### config.mk
export PLATFORM = sky130hd
export DESIGN_NAME = uart_mmio_bridge
export DESIGN_NICKNAME = d
export VERILOG_FILES = /design/src/rtl/uart_mmio_bridge.sv
export SDC_FILE = /design/constraint.sdc
export NUM_CORES = 1
export LEC_CHECK = 0
export ABC_AREA = 1
export BUFFER_PORTS_ARGS = -buffer_cell sky130_fd_sc_hd__buf_2
export CORE_ASPECT_RATIO = 1.1
export CORE_MARGIN = 5
export CORE_UTILIZATION = 50
export CTS_CLUSTER_DIAMETER = 100
export DETAILED_ROUTE_END_ITERATION = 8
export PLACE_DENSITY = 0.7
export SYNTH_ARGS = -nofsm -noshare
export SYNTH_HDL_FRONTEND = slang
export SYNTH_SLANG_ARGS = --single-unit
### constraint.sdc
create_clock -name Clock -period 2.3 [get_ports Clock]
set_input_delay 0.46 -clock Clock [delete_from_list [all_inputs] [get_ports Clock]]
set_output_delay 0.46 -clock Clock [all_outputs]
set_load 0.03 [all_outputs]
### src/rtl/uart_mmio_bridge.sv
// Memory-mapped bridge between the CPU data port and a UART byte interface.
// Define UART_RX_FIFO_EN for an RX_DEPTH-entry RX FIFO; otherwise RX uses a single holding register.
module uart_mmio_bridge #(
  parameter int TX_DEPTH = 8,
  parameter int RX_DEPTH = 8
) (
  input  logic        Clock,
  input  logic        Reset,
  input  logic [1:0]  Addr,
  input  logic        RdEn,
  input  logic        WrEn,
  input  logic [7:0]  WrData,
  output logic [31:0] RdData,
  output logic [7:0]  TxData,
  output logic        TxValid,
  input  logic        TxReady,
  input  logic [7:0]  RxData,
  input  logic        RxValid,
  output logic        RxReady
);

  localparam int TxAw = $clog2(TX_DEPTH);
  localparam logic [1:0] AddrCtrl = 2'd0;
  localparam logic [1:0] AddrRx   = 2'd1;
  localparam logic [1:0] AddrTx   = 2'd2;
  localparam logic [1:0] AddrErr  = 2'd3;

  if (TX_DEPTH < 2 || (TX_DEPTH & (TX_DEPTH - 1)) != 0 ||
      RX_DEPTH < 2 || (RX_DEPTH & (RX_DEPTH - 1)) != 0) begin : gBadDepth
    $error("uart_mmio_bridge: FIFO depths must be powers of 2 and at least 2");
  end

  logic [7:0]    txMem [TX_DEPTH];
  logic [TxAw:0] txWrPtr, txRdPtr;
  logic          txEmpty, txFull, txPop, txWrite, txPush, txDrop;
  logic [7:0]    txDropCnt, rxOvfCnt;
  logic          errClr, rxCapture, rxPop, rxOvf, rxAvail;
  logic [7:0]    rxHead;

  // Full when the wrap bits differ but the index bits match.
  assign txEmpty = (txWrPtr == txRdPtr);
  assign txFull  = (txWrPtr[TxAw] != txRdPtr[TxAw]) &&
                   (txWrPtr[TxAw-1:0] == txRdPtr[TxAw-1:0]);
  assign TxValid = !txEmpty;
  assign TxData  = txEmpty ? 8'h00 : txMem[txRdPtr[TxAw-1:0]];
  assign txPop   = TxValid && TxReady;
  assign txWrite = WrEn && (Addr == AddrTx);
  assign txPush  = txWrite && (!txFull || txPop);
  assign txDrop  = txWrite && txFull && !txPop;

  assign errClr    = WrEn && (Addr == AddrErr);
  assign rxCapture = RxValid && RxReady;
  assign rxPop     = RdEn && (Addr == AddrRx) && rxAvail;

  always_ff @(posedge Clock or negedge Reset) begin
    if (!Reset) begin
      txWrPtr <= '0;
      txRdPtr <= '0;
    end else begin
      if (txPush) txWrPtr <= txWrPtr + 1'b1;
      if (txPop)  txRdPtr <= txRdPtr + 1'b1;
    end
  end

  always_ff @(posedge Clock) begin
    if (txPush) txMem[txWrPtr[TxAw-1:0]] <= WrData;
  end

`ifdef UART_RX_FIFO_EN
  localparam int RxAw = $clog2(RX_DEPTH);
  logic [7:0]    rxMem [RX_DEPTH];
  logic [RxAw:0] rxWrPtr, rxRdPtr;
  logic          rxFull, rxPush;

  assign rxAvail = (rxWrPtr != rxRdPtr);
  assign rxFull  = (rxWrPtr[RxAw] != rxRdPtr[RxAw]) &&
                   (rxWrPtr[RxAw-1:0] == rxRdPtr[RxAw-1:0]);
  assign rxPush  = rxCapture && (!rxFull || rxPop);
  assign rxOvf   = rxCapture && rxFull && !rxPop;
  assign rxHead  = rxMem[rxRdPtr[RxAw-1:0]];

  always_ff @(posedge Clock or negedge Reset) begin
    if (!Reset) begin
      rxWrPtr <= '0;
      rxRdPtr <= '0;
    end else begin
      if (rxPush) rxWrPtr <= rxWrPtr + 1'b1;
      if (rxPop)  rxRdPtr <= rxRdPtr + 1'b1;
    end
  end

  always_ff @(posedge Clock) begin
    if (rxPush) rxMem[rxWrPtr[RxAw-1:0]] <= RxData;
  end
`else
  logic [7:0] rxHold;
  logic       rxHoldFull;

  assign rxAvail = rxHoldFull;
  assign rxHead  = rxHold;
  assign rxOvf   = rxCapture && rxHoldFull && !rxPop;

  // A byte arriving alongside a pop replaces the one being read out.
  always_ff @(posedge Clock or negedge Reset) begin
    if (!Reset) begin
      rxHold     <= 8'h00;
      rxHoldFull <= 1'b0;
    end else if (rxCapture && (!rxHoldFull || rxPop)) begin
      rxHold     <= RxData;
      rxHoldFull <= 1'b1;
    end else if (rxPop) begin
      rxHoldFull <= 1'b0;
    end
  end
`endif

  // Saturating error counters; a clear wins over a same-cycle increment.
  always_ff @(posedge Clock or negedge Reset) begin
    if (!Reset) begin
      txDropCnt <= 8'h00;
      rxOvfCnt  <= 8'h00;
    end else if (errClr) begin
      txDropCnt <= 8'h00;
      rxOvfCnt  <= 8'h00;
    end else begin
      if (txDrop && txDropCnt != 8'hFF) txDropCnt <= txDropCnt + 8'd1;
      if (rxOvf && rxOvfCnt != 8'hFF)   rxOvfCnt  <= rxOvfCnt + 8'd1;
    end
  end

  always_ff @(posedge Clock or negedge Reset) begin
    if (!Reset) RxReady <= 1'b0;
    else        RxReady <= 1'b1;
  end

  always_ff @(posedge Clock or negedge Reset) begin
    if (!Reset) begin
      RdData <= 32'h0;
    end else if (RdEn) begin
      case (Addr)
        AddrCtrl: RdData <= {30'b0, rxAvail, !txFull};
        AddrRx:   RdData <= rxAvail ? {24'b0, rxHead} : 32'h0;
        AddrTx:   RdData <= 32'h0;
        default:  RdData <= {16'b0, txDropCnt, rxOvfCnt};
      endcase
    end
  end

endmodule
* After elaboration in Yosys (flattened, before gate mapping) *
Memories as Yosys holds them, arrays and structs flattened.
Index checks and enable logic that the tools add are counted.

word-level totals
  register bits after elaboration = 66
  bits in writable memories = 64
  bits of input ports = 24
  word-level logic and storage cells = 58
  memories kept = 1

operators by class
  add/sub/neg operators = 4
  equality and inequality tests = 8
  multiplexer cells = 11
  reduce and logical (&&, ||, !) cells = 26

memories
  name   words  bits a word  read ports  clocked after Yosys merged registers in  wr ports  RTL line  text
  txMem  8      8            1           0                                        1         33        logic [7:0] txMem [TX_DEPTH];

operator list
  kind                   count
  $mux W8                6
  $pmux W16 S3           1
  $add A8 B1 Y8 const B  2
  $ne A8 B8 Y1 const B   2
  $logic_and A1 B1 Y1    15
  $add A4 B1 Y4 const B  2
  $reduce_bool A2 Y1     3
  $logic_not A1 Y1       5
  $eq A2 B2 Y1 const B   2
  $eq A4 B4 Y1           1
  $mux W1                4
  $eq A3 B3 Y1           1
  $eq A2 B1 Y1 const B   1
  $logic_not A2 Y1       1
  $logic_or A1 B1 Y1     2
  $ne A1 B1 Y1           1

* Logic depth before layout (Yosys ltp) *
Gate-level depths: netlist of the first run.

  depth in word-level cells = 8
  mapped depth = 10
  gate-level depth less buffers = 9

* Worst setup path before layout of the first run *
No wires, ideal clock.

  path kind = input to register
  start point = input Addr[0]
  end point = memory txMem[1][0], enable pin
  arrival time = 1615 ps
  path slack = 302 ps
  stages on the path = 4
  path buffers = 1
  path through = buf_2 nor2_1 nand2_2 nor3_1

between the ends
  cells in the longest elaborated chain, start to end = 5

RTL lines
  what                           RTL line  text
  start, declared                9         input logic [1:0] Addr,
  $eq A2 B2 Y1                   47        assign txWrite = WrEn && (Addr == AddrTx);
  $logic_and A1 B1 Y1            47
  $logic_and A1 B1 Y1            48        assign txPush = txWrite && (!txFull || txPop);
  $mux W1                        66        if (txPush) txMem[txWrPtr[TxAw-1:0]] <= WrData;
  $mux W1 (implied by the code)  66
  end, declared                  33

Every way passes these cells.

* Worst setup path in the final report of the first run *
  start point = register txWrPtr[0]
  end point = output TxData[7]

between the ends
  cells in the longest elaborated chain, start to end = 2

RTL lines
  what                    RTL line  text
  start, declared         34        logic [TxAw:0] txWrPtr, txRdPtr;
  start signal, assigned  60        if (txPush) txWrPtr <= txWrPtr + 1'b1;
  $eq A4 B4 Y1            41        assign txEmpty = (txWrPtr == txRdPtr);
  $mux W8                 45        assign TxData = txEmpty ? 8'h00 : txMem[txRdPtr[TxAw-1:0]];
  end, declared           14        output logic [7:0] TxData,

Every way passes these cells.

==> reports/results.txt, run 1 <==
outcome - completed
launch point of the worst reg-to-reg path - txWrPtr[2]
area share of the largest cell type after synthesis - 0.3655
period utilization - 0.9994
slack of the critical path - 0.001292 ns
net switching fraction of the power - 0.3480
full die area - 12670 um^2
Clock Sink Count - 114
Tightest Hold Check Type - in2async
unrepaired setup endpoints after global routing - yes
average via count per standard cell - 5.306
share of cells above drive strength 1 - 0.2233
number of maximum-capacitance constraint violations - 0
Final nets - 634
Filler cells - 816
slew at the pin closest to its max-slew limit - 0.6470 ns
Antenna Diode Count - 0
synthesized flop and latch total - 114
multi-input gate area in the final layout - 1799 um^2
Post-DRT Antenna Nets - 0
die span in x - 107.8 um
Lkg Pwr - 2.815 nW
cell area after synthesis - 5259 um^2
Worst Path Buf+Inv - 1
time the final worst path needs with I/O delays and setup - 2.299 ns
peak ir drop on the vdd network - 0.0006001 V
number of enable-type register cells in the synthesized netlist - 64
total number of yosys warnings - 0
data arrival time of the critical path - 1.84 ns
H-tree depth - 4
ordered list of cells on the worst path - xnor2_2 -> nand2_2 -> nor2_4 -> nand2_4 -> o21ai_2 -> nor2_1 -> buf_4
category of the critical setup timing path - reg2out
critical path launch point type - flip-flop
critical path's slowest cell - sky130_fd_sc_hd__dfrtp_2
vias in the first global route - 3888
Area Overhead vs Synth - 21.60%
WP data required - 1.84 ns
dominant cells by area after synthesis - sky130_fd_sc_hd__edfxtp_1 37%, sky130_fd_sc_hd__dfrtp_1 24%, sky130_fd_sc_hd__nand2_1 6.1%
all-layer global routing usage - 0.1992
floorplan row count - 39
TritonCTS clock tree - yes
total DRC errors in the routed layout - 0
vertical die dimension - 117.6 um
cell with the most instances after synthesis - sky130_fd_sc_hd__nand2_1
share of total power in sequential cells - 0.320
via count - 4038
overflow left after global routing - 0
I/O pins - 66
Slew Limit Headroom - 0.5682
crit path from - txWrPtr[0]
Initial Utilization - 0.5083
number of antenna violations at the first check in global routing - 0
Sum Neg Setup Slack - 0 ns
final hold viol count - 0
Reg clk slew, reported paths - 0.05 ns
final setup violation count - 0
First DRT Iteration DRCs - 342
Routed wire per std cell - 16.26 um
power density over cell area - 1213 nW/um^2
Port-buffer cells - 49
maximum operating frequency - 435.0 MHz
CTS Root Cell - sky130_fd_sc_hd__clkbuf_16
deepest clock path buffer count - 2
net load switching power - 2.698 mW
number of unique standard cell types used by synthesis - 35
register area share after synthesis - 0.6034
wire length of the first global-routing pass - 19.57 mm
synthesized netlist cell count - 532
pre-CTS WS - 0.1903 ns
top cell type by total area after synthesis - sky130_fd_sc_hd__edfxtp_1
HPWL after detailed placement - 7.844 mm
cell count after placement - 722
average cell area after synthesis - 9.885 um^2
maximum number of pins on one net before global-route repair - 51
CTS hold repair buffers - 0
peak fanout along the critical path - 5
total wire length - 12.37 mm
portion of total power attributed to the clock network - 0.342
Hold Worst Slack - 0.1546 ns
area of all sequential standard cells - 3178 um^2
internal power - 5.056 mW
part of the total power dissipated in combinational logic - 0.338
r2r setup slk - 0.18 ns
number of optimization iterations in the first detailed-route pass - 5
most frequent cells after synthesis - 86 x sky130_fd_sc_hd__nand2_1, 71 x sky130_fd_sc_hd__nor2_1, 64 x sky130_fd_sc_hd__edfxtp_1
total CTS buffers - 17
post-route clock skew - 0.008443 ns
share of synthesized flip-flops with an asynchronous set or reset - 0.4386
final weighted congestion in routability-driven placement - 0.8759
final non-filler cell total - 761
Clk Latency, worst-skew pair - 0.41 ns
delay of the slowest critical-path stage - 0.45 ns
Core Region - 10340 um^2
final max-slew violation count - 0
total cell area at the placement stage - 5649 um^2
Post-synth top flop - sky130_fd_sc_hd__edfxtp_1
Worst Setup End Kind - output pin
post-route cell area - 6395 um^2
cell family with the largest share of critical-path delay - simple AND/OR/NAND/NOR gates
-- final cells by class --
type	count	share of cell area
clock inverters	13	0.02622
repair buffers	75	0.07572
multi-input cells	356	0.2814
inverters	42	0.02465
well taps	143	0.02798
flip-flops and latches	114	0.4970
clock buffers	18	0.06711
-- power by group through the flow --
| stage | Combinational (mW) | Clock, mW | Sequential (mW) |
|---|---|---|---|
| after floorplan | 1.61 | 0 | 2.50 |
| after global placement | 2.14 | 0 | 2.50 |
| after detailed placement | 2.19 | 0 | 2.51 |
| after CTS | 2.29 | 2.68 | 2.48 |
| after global routing | 2.86 | 2.80 | 2.50 |
| final | 2.62 | 2.65 | 2.48 |
-- worst paths after layout --
path,to,depth (start not counted)
hold / removal,txRdPtr[3],2
min in group Clock,rxHead[7],2
max in group asynchronous,txWrPtr[1],2
setup reg to reg,txMem[6][0],10
setup / recovery,TxData[7],7
hold reg to reg,RdData[13],2
-- metal layers --
metal / wire length [um] / share of wire / global-route usage
met5: 0 / 0 / 0
met4: 239 / 0.019 / 0.06788
met3: 722 / 0.058 / 0.05431
met2: 6337 / 0.51 / 0.3344
met1: 5072 / 0.41 / 0.2467
-- what timing repair did --
item / 4_1_cts / 5_1_grt
setup buffers: 1 / 6
gates cloned: 0 / 1
resized for setup: 10 / 34
setup endpoints to repair: 9 / 8
pin swaps: 1 / 6
-- cell usage in the layout, fill, tap and decap left out, types with 29 or more instances in the layout --
cell / count
sky130_fd_sc_hd__buf_2: 41
sky130_fd_sc_hd__buf_4: 29
sky130_fd_sc_hd__dfrtp_1: 46
sky130_fd_sc_hd__edfxtp_1: 64
sky130_fd_sc_hd__inv_1: 32
sky130_fd_sc_hd__nand2_1: 83
sky130_fd_sc_hd__nand3_1: 32
sky130_fd_sc_hd__nor2_1: 71
sky130_fd_sc_hd__o21ai_0: 51
-- per-stage QoR --
| step | util | total power, mW |
|---|---|---|
| after CTS | 0.6072 | 7.457 |
| after detailed placement | 0.5461 | 4.697 |
| final | 0.6182 | 7.754 |
| after global routing | 0.6182 | 8.155 |
| after global placement | 0.5461 | 4.634 |
| after floorplan | - | 4.112 |
-- logic make-up after synthesis --
logic type | Yosys count | synth area share
AOI/OAI and AO/OA | 95 | 0.09874
xor gates and xnor gates | 12 | 0.02142
adders and majority gates | 4 | 0.009517
buffers and inverters | 78 | 0.07423
DFF | 114 | 0.6034
muxes | 1 | 0.002141
other | 2 | 0.001428
and+or+nand+nor | 226 | 0.1891
-- sequential cells by signal, summed over array words and instances, names as in the netlist --
| name | flops |
|---|---|
| RdData | 16 |
| rxOvfCnt | 8 |
| txDropCnt | 8 |
| txWrPtr | 4 |
| rxHead | 8 |
| rxAvail | 1 |
| RxReady | 1 |
| txMem | 64 |
| txRdPtr | 4 |
Note: power is estimated with default switching activity, not from simulation.
==> run 2, diff against run 1 <==
ABC_AREA = not set   (was 1)
CORE_UTILIZATION = 40   (was 50)
PLACE_DENSITY = not set   (was 0.7)
==> reports/results.txt, run 2 <==
outcome - finished with violations (was completed)
failing checks - negative setup slack
end-of-flow core utilization - 0.4958 (was 0.6182)
share of synthesized flip-flops with an asynchronous set or reset - 0.4386 (unchanged)
number of optimization iterations in the first detailed-route pass - 4 (was 5)
average via count per standard cell - 5.156 (was 5.306)
Worst Setup End Kind - output pin (unchanged)
deepest clock path buffer count - 2 (unchanged)
register area share after synthesis - 0.6211 (was 0.6034)
crit path from - txRdPtr[0] (was txWrPtr[0])
top cell type by total area after synthesis - sky130_fd_sc_hd__edfxtp_1 (unchanged)
number of enable-type register cells in the synthesized netlist - 64 (unchanged)
most common library cell in the layout ignoring fill and taps - sky130_fd_sc_hd__edfxtp_1 (was sky130_fd_sc_hd__nand2_1)
final hold viol count - 0 (unchanged)
Clk Latency, worst-skew pair - 0.41 ns (about the same)
number of unique standard cell types used by synthesis - 53 (was 35)
number of maximum-capacitance constraint violations - 0 (unchanged)
TritonCTS clock tree - yes (unchanged)
number of antenna violations at the first check in global routing - 0 (unchanged)
ordered list of cells on the worst path - buf_12 -> mux4_2 -> mux2i_1 -> nor2_1 -> buf_4 (was xnor2_2 -> nand2_2 -> nor2_4 -> nand2_4 -> o21ai_2 -> nor2_1 -> buf_4)
period utilization - 1.029 (was 0.9994)
H-tree depth - 4 (unchanged)
share of total power in sequential cells - 0.338 (was 0.320)
slew at the pin closest to its max-slew limit - 0.7759 ns (was 0.6470 ns)
internal power - 5.183 mW (was 5.056 mW)
net switching fraction of the power - 0.3071 (was 0.3480)
First DRT Iteration DRCs - 142 (was 342)
final weighted congestion in routability-driven placement - 0.7929 (was 0.8759)
critical path launch point type - flip-flop (unchanged)
total number of yosys warnings - 0 (unchanged)
post-route cell area - 6242 um^2 (was 6395 um^2)
area of all sequential standard cells - 3174 um^2 (was 3178 um^2)
HPWL after detailed placement - 6.886 mm (was 7.844 mm)
Tightest Hold Check Type - in2async (unchanged)
maximum number of pins on one net before global-route repair - 51 (unchanged)
all-layer global routing usage - 0.1431 (was 0.1992)
net load switching power - 2.298 mW (was 2.698 mW)
share of cells above drive strength 1 - 0.3179 (was 0.2233)
peak ir drop on the vdd network - 0.0009951 V (was 0.0006001 V)
Core Region - 12590 um^2 (was 10340 um^2)
number of flip-flops in the largest register - 64 (unchanged)
total CTS buffers - 17 (unchanged)
launch point of the worst reg-to-reg path - txRdPtr[0] (was txWrPtr[2])
Slew Limit Headroom - 0.4808 (was 0.5682)
Antenna Diode Count - 0 (unchanged)
post-route clock skew - 0.009088 ns (was 0.008443 ns)
Clock Sink Count - 114 (unchanged)
full die area - 15130 um^2 (was 12670 um^2)
Area Overhead vs Synth - 22.19% (was 21.60%)
Final nets - 468 (was 634)
total wire length - 10.43 mm (was 12.37 mm)
most used cells in the layout excluding fill and tap cells - 64 x sky130_fd_sc_hd__edfxtp_1, 49 x sky130_fd_sc_hd__dfrtp_1, 41 x sky130_fd_sc_hd__buf_2, 28 x sky130_fd_sc_hd__buf_4, 26 x sky130_fd_sc_hd__nand2_1 (was 83 x sky130_fd_sc_hd__nand2_1, 71 x sky130_fd_sc_hd__nor2_1, 64 x sky130_fd_sc_hd__edfxtp_1, 51 x sky130_fd_sc_hd__o21ai_0, 46 x sky130_fd_sc_hd__dfrtp_1)
unrepaired setup endpoints after global routing - yes (unchanged)
cell area after synthesis - 5109 um^2 (was 5259 um^2)
floorplan row count - 43 (was 39)
data arrival time of the critical path - 1.91 ns (was 1.84 ns)
total DRC errors in the routed layout - 0 (unchanged)
average cell area after synthesis - 13.81 um^2 (was 9.885 um^2)
Hold Worst Slack - 0.1585 ns (was 0.1546 ns)
via count - 3145 (was 4038)
Lkg Pwr - 2.490 nW (was 2.815 nW)
Reg clk slew, reported paths - 0.05 ns (about the same)
maximum operating frequency - 422.7 MHz (was 435.0 MHz)
Port-buffer cells - 49 (unchanged)
final setup violation count - 8 (was 0)
area share of the largest cell type after synthesis - 0.3762 (was 0.3655)
die span in x - 117.8 um (was 107.8 um)
vias in the first global route - 3176 (was 3888)
portion of total power attributed to the clock network - 0.362 (was 0.342)
slack of the critical path - -0.06602 ns (was 0.001292 ns)
vertical die dimension - 128.5 um (was 117.6 um)
part of the total power dissipated in combinational logic - 0.300 (was 0.338)
synthesized netlist cell count - 370 (was 532)
I/O pins - 66 (unchanged)
final max-slew violation count - 0 (unchanged)
Post-DRT Antenna Nets - 0 (unchanged)
wire length of the first global-routing pass - 16.79 mm (was 19.57 mm)
cell with the most instances after synthesis - sky130_fd_sc_hd__edfxtp_1 (was sky130_fd_sc_hd__nand2_1)
Routed wire per std cell - 17.10 um (was 16.26 um)
critical path's slowest cell - sky130_fd_sc_hd__mux4_2 (was sky130_fd_sc_hd__dfrtp_2)
peak fanout along the critical path - 9 (was 5)
time the final worst path needs with I/O delays and setup - 2.366 ns (was 2.299 ns)
multi-input gate area in the final layout - 1735 um^2 (was 1799 um^2)
overflow left after global routing - 0 (unchanged)
Post-synth top flop - sky130_fd_sc_hd__edfxtp_1 (unchanged)
power density over cell area - 1198 nW/um^2 (was 1213 nW/um^2)
WP data required - 1.84 ns (about the same)
category of the critical setup timing path - reg2out (unchanged)
CTS Root Cell - sky130_fd_sc_hd__clkbuf_16 (unchanged)
most frequent cells after synthesis - 64 x sky130_fd_sc_hd__edfxtp_1, 50 x sky130_fd_sc_hd__dfrtp_1, 26 x sky130_fd_sc_hd__nand2_1 (was 86 x sky130_fd_sc_hd__nand2_1, 71 x sky130_fd_sc_hd__nor2_1, 64 x sky130_fd_sc_hd__edfxtp_1)
synthesized flop and latch total - 114 (unchanged)
delay of the slowest critical-path stage - 0.49 ns (was 0.45 ns)
Filler cells - 1090 (was 816)
total cell area at the placement stage - 5518 um^2 (was 5649 um^2)
dominant cells by area after synthesis - sky130_fd_sc_hd__edfxtp_1 38%, sky130_fd_sc_hd__dfrtp_1 24%, sky130_fd_sc_hd__mux4_2 7.1% (was sky130_fd_sc_hd__edfxtp_1 37%, sky130_fd_sc_hd__dfrtp_1 24%, sky130_fd_sc_hd__nand2_1 6.1%)
post-layout power - 7.480 mW (was 7.754 mW)
Initial Utilization - 0.4058 (was 0.5083)
==> run 2: worst max-delay path: cells and delay by family, from the launching register on <==
kind / cells / cell delay [ns]
buf+inv: 2 / 0.32
flops: 1 / 0.43
mux: 2 / 0.68
simple gates: 1 / 0.06
==> run 2: final cells by class <==
cell class	count	area share
clock inverters	15	0.03047
clock buffers	17	0.06815
well taps	157	0.03147
repair buffers	72	0.07557
inverters	13	0.007817
flip-flops and latches	114	0.5085
multi-input cells	222	0.2780
==> run 2: routing by layer <==
metal,routed length (um),share of wire,GRT usage,up-vias
met5,0,0,0,-
met4,104,0.010,0.04184,0
met3,453,0.043,0.05451,10
met2,5453,0.52,0.2410,81
met1,4423,0.42,0.1728,1553
li1,-,-,-,1501
==> run 2: kinds of logic after synthesis <==
group / Yosys count / share of synthesized area
fa+ha+maj: 4 / 0.009797
other cells: 2 / 0.001470
xor+xnor: 12 / 0.02204
simple gates: 99 / 0.1034
flops: 114 / 0.6211
buf+inv: 49 / 0.05584
mux: 38 / 0.1161
compound gates: 52 / 0.07029
==> run 2: final timing paths <==
check | end | slack, ns | cells past startpoint
worst max-delay path | TxData[7] | -0.07 | 5
worst max register to register | txMem[5][5] | 0.31 | 5
worst min register to register | txWrPtr[3] | 0.49 | 1
min in group Clock | rxHead[6] | 0.29 | 2
max in group asynchronous | txRdPtr[0] | 1.69 | 2
worst min-delay path | rxHead[2] | 0.16 | 2
==> run 2: repair_timing <==
| action | CTS | global route |
|---|---|---|
| gates resized for setup | 11 | 8 |
| pin swaps | 2 | 4 |
| cloned | 1 | 1 |
| setup buffers | 2 | 1 |
| hold buffers | 0 | 0 |
| setup endpoints to repair | 9 | 9 |
==> run 2: power by group through the flow <==
stage,registers (mW),logic (mW),clock network [mW]
2_1_floorplan,2.52,1.49,0
3_5_place_dp,2.55,1.99,0
6_report,2.53,2.24,2.71
4_1_cts,2.54,2.18,2.75
3_3_place_gp,2.55,1.95,0
5_1_grt,2.56,2.41,2.87
==> run 2: per-stage QoR <==
stage,setup slack [ns],std cells,TNS [ns]
after global placement,0.2666,573,0
after global routing,-0.1694,610,-1.239
final,-0.06602,610,-0.3923
after CTS,-0.1633,608,-1.085
after detailed placement,0.2235,573,0
after floorplan,0.08158,385,0
==> run 3, diff against run 2 <==
CORE_MARGIN = 2   (was 5)
CORE_UTILIZATION = 25   (was 40)
==> reports/results.txt, run 3 (synthesized netlist as in run 2, its figures left out) <==
CTS hold repair buffers - 0 (unchanged)
Initial Utilization - 0.2563 (was 0.4058)
slew at the pin closest to its max-slew limit - 0.6404 ns (was 0.7759 ns)
number of optimization iterations in the first detailed-route pass - 4 (unchanged)
CTS Root Cell - sky130_fd_sc_hd__clkbuf_16 (unchanged)
critical path's slowest cell - sky130_fd_sc_hd__mux4_2 (unchanged)
peak fanout along the critical path - 5 (was 9)
post-route clock skew - 0.01043 ns (was 0.009088 ns)
H-tree depth - 4 (unchanged)
Final nets - 465 (was 468)
DR WL met2 - 5.239 mm (was 5.453 mm)
die span in x - 140.3 um (was 117.8 um)
peak ir drop on the vdd network - 0.0006207 V (was 0.0009951 V)
final max-slew violation count - 0 (unchanged)
number of maximum-capacitance constraint violations - 0 (unchanged)
Post-DRT Antenna Nets - 0 (unchanged)
launch point of the worst reg-to-reg path - txRdPtr[0] (unchanged)
ordered list of cells on the worst path - buf_12 -> mux4_2 -> mux2i_2 -> nor2_1 -> buf_4 (was buf_12 -> mux4_2 -> mux2i_1 -> nor2_1 -> buf_4)
critical path launch point type - flip-flop (unchanged)
Port-buffer cells - 49 (unchanged)
Worst Setup End Kind - output pin (unchanged)
worst r2r path cells - 6 (was 5)
Routed wire per std cell - 15.35 um (was 17.10 um)
most used cells in the layout excluding fill and tap cells - 64 x sky130_fd_sc_hd__edfxtp_1, 49 x sky130_fd_sc_hd__dfrtp_1, 40 x sky130_fd_sc_hd__buf_2, 26 x sky130_fd_sc_hd__nand2_1, 25 x sky130_fd_sc_hd__buf_4 (was 64 x sky130_fd_sc_hd__edfxtp_1, 49 x sky130_fd_sc_hd__dfrtp_1, 41 x sky130_fd_sc_hd__buf_2, 28 x sky130_fd_sc_hd__buf_4, 26 x sky130_fd_sc_hd__nand2_1)
final hold viol count - 0 (unchanged)
cell count after placement - 664 (was 573)
final setup violation count - 8 (unchanged)
Core Region - 19930 um^2 (was 12590 um^2)
number of flip-flops in the largest register - 64 (unchanged)
category of the critical setup timing path - reg2out (unchanged)
r2r setup slk - 0.31 ns (about the same)
final non-filler cell total - 702 (was 610)
vertical die dimension - 153.9 um (was 128.5 um)
total DRC errors in the routed layout - 0 (unchanged)
Worst Path Buf+Inv - 2 (unchanged)
outcome - finished with violations (unchanged)
floorplan row count - 54 (was 43)
deepest clock path buffer count - 2 (unchanged)
maximum number of pins on one net before global-route repair - 51 (unchanged)
Clock Sink Count - 114 (unchanged)
Clk Latency, worst-skew pair - 0.41 ns (about the same)
TritonCTS clock tree - yes (unchanged)
post-layout power - 7.145 mW (was 7.480 mW)
via count - 3196 (was 3145)
Tightest Hold Check Type - in2async (unchanged)
terminus of the critical flop-to-flop path - txDropCnt[4] (was txMem[5][5])
Hold Worst Slack - 0.1429 ns (was 0.1585 ns)
unrepaired setup endpoints after global routing - yes (unchanged)
First DRT Iteration DRCs - 165 (was 142)
Reg clk slew, reported paths - 0.06 ns (was 0.05 ns)
final weighted congestion in routability-driven placement - 0.7691 (was 0.7929)
Lkg Pwr - 2.437 nW (was 2.490 nW)
highest metal layer with signal wires - met4 (unchanged)
Slew Limit Headroom - 0.5731 (was 0.4808)
delay of the slowest critical-path stage - 0.50 ns (was 0.49 ns)
wire length the detailed router placed on met1 - 4.776 mm (was 4.423 mm)
WP data required - 1.84 ns (about the same)
Area Overhead vs Synth - 22.92% (was 22.19%)
maximum operating frequency - 417.2 MHz (was 422.7 MHz)
slack of the critical path - -0.09693 ns (was -0.06602 ns)
data arrival time of the critical path - 1.94 ns (was 1.91 ns)
cell family with the largest share of critical-path delay - multiplexers (unchanged)
number of antenna violations at the first check in global routing - 1 (was 0)
I/O pins - 66 (unchanged)
average via count per standard cell - 4.553 (was 5.156)
post-route cell area - 6280 um^2 (was 6242 um^2)
period utilization - 1.042 (was 1.029)
all-layer global routing usage - 0.1037 (was 0.1431)
total CTS buffers - 17 (unchanged)
total cell area at the placement stage - 5607 um^2 (was 5518 um^2)
vias in the first global route - 3288 (was 3176)
share of cells above drive strength 1 - 0.3140 (was 0.3179)
overflow left after global routing - 0 (unchanged)
power density over cell area - 1138 nW/um^2 (was 1198 nW/um^2)
wire length of the first global-routing pass - 17.24 mm (was 16.79 mm)
HPWL after detailed placement - 7.129 mm (was 6.886 mm)
most common library cell in the layout ignoring fill and taps - sky130_fd_sc_hd__edfxtp_1 (unchanged)
detailed-routed wire length on met3 - 668 um (was 453 um)
total wire length - 10.78 mm (was 10.43 mm)
full die area - 21590 um^2 (was 15130 um^2)
failing checks - negative setup slack (unchanged)
time the final worst path needs with I/O delays and setup - 2.397 ns (was 2.366 ns)
-- run 3: changes by cell type in the layout (fill, tap and decap cells not counted), moves of 2 or more --
cell / delta
sky130_fd_sc_hd__buf_12: +2
sky130_fd_sc_hd__buf_4: -3
sky130_fd_sc_hd__bufinv_16: -3
sky130_fd_sc_hd__clkbuf_1: +2
sky130_fd_sc_hd__clkinv_1: -3
-- run 3: per-layer routing --
layer  global-route usage  up-vias
met5                    0        -
met4              0.03992        0
met3              0.04235        6
met2               0.1613       85
met1               0.1290     1610
li1                     -     1495
-- run 3: what timing repair did --
action | 4_1_cts | 5_1_grt
pin swaps | 5 | 6
endpoints found under the setup margin | 9 | 9
resized for setup | 13 | 7
buffers inserted | 6 | 0
gates cloned | 2 | 0
-- run 3: worst max-delay path by stage --
stage / start / endpoint / depth (start not counted) / slack (ns)
floorplan: Addr[1] / txMem[0][0] / 5 / 0.08
global placement: txRdPtr[0] / TxData[6] / 5 / 0.23
detailed placement: txRdPtr[0] / TxData[2] / 5 / 0.19
CTS: txRdPtr[0] / TxData[3] / 6 / -0.17
global route: txRdPtr[0] / TxData[6] / 5 / -0.18
finish: txRdPtr[0] / TxData[2] / 5 / -0.1
-- run 3: worst register-to-register path: stages (launching register included) --
cell                      delay [ns]
sky130_fd_sc_hd__dfrtp_2        0.47
sky130_fd_sc_hd__buf_4          0.18
sky130_fd_sc_hd__xnor2_4        0.17
sky130_fd_sc_hd__nand4_2        0.19
sky130_fd_sc_hd__buf_4          0.23
sky130_fd_sc_hd__or4_1          0.51
sky130_fd_sc_hd__a21oi_1        0.17
-- run 3: cell type report --
type                       count  area, um^2
fill                        1945       13650
sequential                   114        3174
multi-input combinational    222        1732
timing repair buffer          69       462.9
clock buffer                  19       432.9
tap                          252       315.3
clock inverter                12       111.4
inverter                      13       48.80
antenna                        1       2.502
-- run 3: metrics by stage --
step	setup TNS, ns	setup WS [ns]	util
2_1_floorplan	0	0.08158	-
3_3_place_gp	0	0.2326	0.2813
3_5_place_dp	0	0.1947	0.2813
4_1_cts	-1.196	-0.1666	0.3164
5_1_grt	-1.291	-0.1849	0.3149
6_report	-0.5067	-0.09693	0.3151
-- run 3: where the power goes --
part	internal (mW)	switching, mW
Sequential	2.37	0.198
Clock	1.48	0.918
Combinational	1.02	1.17
